$ cat src/rtl/unread_compactor.sv
// Sink for otherwise-unused buses. Every enabled cycle, the input channels are
// folded into a multiple-input signature register (MISR).
// Optional toggle monitoring is built only when UNREAD_COMPACTOR_TOGGLE_EN is defined.
// Without it, toggle_cnt_o and active_o are tied to zero and the port list is unchanged.
module unread_compactor #(
    parameter int unsigned          WIDTH     = 32,
    parameter int unsigned          CHANNELS  = 1,
    parameter int unsigned          SIG_WIDTH = 32,
    parameter logic [SIG_WIDTH-1:0] POLY      = SIG_WIDTH'(32'h04C11DB7),
    parameter logic [SIG_WIDTH-1:0] SEED      = '0,
    parameter int unsigned          CNT_WIDTH = 16
) (
    input  logic                         clk_i,
    input  logic                         rst_i,
    input  logic                         en_i,
    input  logic                         clear_i,
    input  logic [CHANNELS*WIDTH-1:0]    d_i,
    output logic [SIG_WIDTH-1:0]         signature_o,
    output logic [CNT_WIDTH-1:0]         toggle_cnt_o,
    output logic                         active_o
);

    localparam int unsigned DataW  = CHANNELS * WIDTH;
    localparam int unsigned NSlice = (WIDTH + SIG_WIDTH - 1) / SIG_WIDTH;
    localparam int unsigned PadW   = NSlice * SIG_WIDTH;

    logic [WIDTH-1:0]     ch;
    logic [PadW-1:0]      ch_pad;
    logic [SIG_WIDTH-1:0] fold;
    logic [SIG_WIDTH-1:0] sig_q, sig_d;

    // Fold the channels together, then fold the result down to the signature width.
    always_comb begin
        ch = '0;
        for (int unsigned k = 0; k < CHANNELS; k++) begin
            ch = ch ^ d_i[k*WIDTH +: WIDTH];
        end
        ch_pad = '0;
        ch_pad[WIDTH-1:0] = ch;
        fold = '0;
        for (int unsigned j = 0; j < NSlice; j++) begin
            fold = fold ^ ch_pad[j*SIG_WIDTH +: SIG_WIDTH];
        end
    end

    // MISR next state. A clear discards that cycle's data.
    always_comb begin
        sig_d = sig_q;
        if (clear_i) begin
            sig_d = SEED;
        end else if (en_i) begin
            sig_d = (sig_q << 1) ^ (sig_q[SIG_WIDTH-1] ? POLY : '0) ^ fold;
        end
    end

    // Signature register.
    always_ff @(posedge clk_i) begin
        if (rst_i) begin
            sig_q <= SEED;
        end else begin
            sig_q <= sig_d;
        end
    end

    assign signature_o = sig_q;

`ifdef UNREAD_COMPACTOR_TOGGLE_EN
    logic [DataW-1:0]     prev_q, prev_d;
    logic                 prev_valid_q, prev_valid_d;
    logic [CNT_WIDTH-1:0] cnt_q, cnt_d;
    logic                 active_q, active_d;
    logic                 toggle;

    // Compare against the last enabled sample; the counter saturates instead of wrapping.
    always_comb begin
        prev_d       = prev_q;
        prev_valid_d = prev_valid_q;
        cnt_d        = cnt_q;
        active_d     = active_q;
        toggle       = prev_valid_q && (d_i != prev_q);
        if (clear_i) begin
            prev_d       = '0;
            prev_valid_d = 1'b0;
            cnt_d        = '0;
            active_d     = 1'b0;
        end else if (en_i) begin
            prev_d       = d_i;
            prev_valid_d = 1'b1;
            if (toggle) begin
                if (cnt_q != {CNT_WIDTH{1'b1}}) begin
                    cnt_d = cnt_q + CNT_WIDTH'(1);
                end
                active_d = 1'b1;
            end
        end
    end

    // Toggle monitor state.
    always_ff @(posedge clk_i) begin
        if (rst_i) begin
            prev_q       <= '0;
            prev_valid_q <= 1'b0;
            cnt_q        <= '0;
            active_q     <= 1'b0;
        end else begin
            prev_q       <= prev_d;
            prev_valid_q <= prev_valid_d;
            cnt_q        <= cnt_d;
            active_q     <= active_d;
        end
    end

    assign toggle_cnt_o = cnt_q;
    assign active_o     = active_q;
`else
    assign toggle_cnt_o = '0;
    assign active_o     = 1'b0;
`endif

endmodule

$ cat config.mk
export PLATFORM = sky130hd
export DESIGN_NAME = unread_compactor
export DESIGN_NICKNAME = d
export VERILOG_FILES = /design/src/rtl/unread_compactor.sv
export SDC_FILE = /design/constraint.sdc
export NUM_CORES = 1
export LEC_CHECK = 0
export CORE_UTILIZATION = 41
export CTS_CLUSTER_DIAMETER = 120
export DETAILED_ROUTE_END_ITERATION = 12
export PLACE_DENSITY = 0.92
export SYNTH_ARGS = -nofsm -noshare
export SYNTH_HDL_FRONTEND = slang
export SYNTH_SLANG_ARGS = --single-unit
$ cat constraint.sdc
create_clock -name clk_i -period 1.2 [get_ports clk_i]
set_input_delay 0.24 -clock clk_i [delete_from_list [all_inputs] [get_ports clk_i]]
set_output_delay 0.24 -clock clk_i [all_outputs]
set_load 0.005 [all_outputs]
==> run summary <==
Ports = 85
Hold Crit Class = in2reg
Mux cell area share after synthesis = 7.33%
Cells after DPL = 292
Status = finished clean
Vias = 1,434
Largest stage delay, worst path = 0.36 ns
Max Clock Skew = 0.0106 ns
Post-Synth Simple-Gate Area = 11.0%
Adder-Cell Fraction of Synth Area = 0%
CP Class = reg2out
Fin util = 64.9%
DIE HEIGHT = 67.8 µm
Leak = 1.15 nW
Worst-path fanout max = 4
Sequential area share after synthesis = 36.1%
Buffers & Inverters on Critical Path = 1
Core box area = 0.00409 mm²
Fin. Hold Viols = 0
WL/cell = 12.5 µm
Largest net degree at the start of global routing = 23
Yosys reg bits = 32
Worst Path Required = 0.96 ns
Area grow syn2layout = 49.4%
Fillers = 356
Setup crit start = signature_o[31]
Vias in the first global route = 1,467
Worst Setup Start Kind = flip-flop
Worst r2r dst = signature_o[12]
Delay-heaviest family, CP = flip-flops
Detailed-route DRC error count = 0
P per Cell Area = 948 mW/mm²
Final std cells w/o fill = 314
Mapped cell area = 0.00177 mm²
Clock-pin slew on the worst setup and hold paths = 0.07 ns
Via density = 4.57
Nets = 299
Pre-Repair DR Iteration Count = 4
Number of inserted diodes = 0
Starting Density = 43.4%
Rows = 23
Setup WS pre-CTS = -0.356 ns
Longest Clk Path Bufs = 2
Setup_tns = 0 ns
Post-route ant nets = 0
Synth Area in Compound Gates = 17.1%
First-pass GRT wire length = 6.37 mm
Tcrit/Tclk final = 95.2%
Gp weighted congestion = 0.784
Final Slew Violations = 0
Synth warn = 0
Initial antenna violation count = 0
Stages on the worst setup path = 1
Hold_ws = 0.404 ns
Congestion Overflow GR = 0
Cell breakdown of the critical path = dlygate4sd2_1
R2R depth = 4
Crit end category = output pin
Share of cells above drive strength 1 = 32.6%
Distinct cells, synth = 17
Port buffer count = 67
CP Data Arrival Time = 0.90 ns
CTS root buffer = clkbuf_8
Syn avg cell area = 10.2 µm²
Final setup viols = 0
GRT Total Usage = 19.1%
Final HPWL DP = 2.77 mm
CP Capture Point = signature_o[31]
Die footprint = 0.00459 mm²
Setup WS post-layout = 0.0572 ns
DIE WIDTH = 67.8 µm
Worst r2r src = signature_o[31]
Minimum clock period = 1.14 ns
Slowest CP cell = dfxtp_4
RSZ-0062 raised after global routing = false
Max_cap viols = 0
Clock sink count = 32
Worst-skew pair later-pin latency = 0.28 ns
H-tree levels = 2
Max Freq = 875 MHz
IR drop worst, VDD = 0.000514 V
Detailed Route WL = 3.93 mm
Total CTS buffers = 5
Synth Area in XOR/XNOR = 15.8%
R2r setup slk = 0.13 ns
DRT iter0 DRCs = 46
CTS tree = yes
Largest family of logic cells by synthesized area = compound AO/OA/AOI/OAI gates
Post-Syn Instances = 174
Max reg flops = 32
-- metrics by stage --
step,total power [W],instance area [µm²]
floorplan,0.00150,1830
global placement,0.00172,2460
detailed placement,0.00173,2460
CTS,0.00254,2660
global route,0.00265,2650
finish,0.00251,2650
-- placed cells by master, fill, tap and decap left out --
cell type	netlist	layout
a211oi_2	19	19
clkinv_2	0	2
mux2i_1	13	13
buf_2	2	1
clkdlybuf4s50_1	0	32
o21ai_1	11	11
conb_1	1	17
buf_12	0	1
dfxtp_2	0	27
nor2_1	19	19
dfxtp_4	0	1
buf_4	19	27
clkbuf_8	0	5
o21ai_0	2	2
dlygate4sd2_1	0	34
and4bb_4	0	1
or2_1	1	1
nand2b_1	13	13
xnor2_1	32	32
nor4b_4	1	1
dfxtp_1	32	4
clkinv_4	0	1
-- worst min-delay path by stage --
stage,end,cells after the start,startpoint
6_report,signature_o[9],3,en_i
5_1_grt,signature_o[9],3,en_i
4_1_cts,signature_o[9],3,en_i
3_5_place_dp,signature_o[1],2,signature_o[1]
3_3_place_gp,signature_o[1],2,signature_o[1]
2_1_floorplan,signature_o[17],2,d_i[17]
-- repair_timing --
| action | CTS | global route |
|---|---|---|
| hold buffers | 0 | 0 |
| pin swaps | 1 | 0 |
| gates resized for setup | 65 | 0 |
| endpoints found under the setup margin | 40 | 10 |
| buffers inserted | 15 | 0 |
-- cell usage after synthesis --
cell type | n | area share, %
nand2b_1 | 13 | 4.6
o21ai_0 | 2 | 0.56
conb_1 | 1 | 0.21
buf_2 | 2 | 0.56
and4bb_2 | 1 | 0.71
nor2_1 | 19 | 4.0
dfxtp_1 | 32 | 36
clkbuf_2 | 1 | 0.28
buf_6 | 5 | 3.2
mux2i_1 | 13 | 7.3
a211oi_2 | 19 | 13
nor4b_4 | 1 | 1.3
or2_1 | 1 | 0.35
buf_4 | 19 | 8.0
clkbuf_1 | 2 | 0.42
xnor2_1 | 32 | 16
o21ai_1 | 11 | 3.1
-- report_power, final --
group | internal (W) | switching [W]
logic | 0.000328 | 0.000233
clock network | 0.000403 | 0.000395
registers | 0.00112 | 0.0000336
-- kinds of logic after synthesis --
family / Yosys count
simple gates: 35
compound gates: 32
xor+xnor: 32
flops: 32
buf+inv: 29
mux: 13
other cells: 1
-- cell type report --
class,instances,area (µm²),area share [%]
Tap cell,50,62.6,2.36
Clock buffer,5,68.8,2.60
Timing Repair Buffer,95,846,31.9
Sequential cell,32,678,25.6
Multi-Input combinational cell,129,976,36.8
Clock inverter,3,18.8,0.708
-- routing by layer --
metal	vias to the layer above	global-route usage, %	part of all wire (%)
li1	728	-	-
met1	652	20.4	40
met2	49	34.5	52
met3	5	5.57	6.6
met4	0	7.81	0.99
met5	-	0	0
Power figures use the tool's default switching activity.
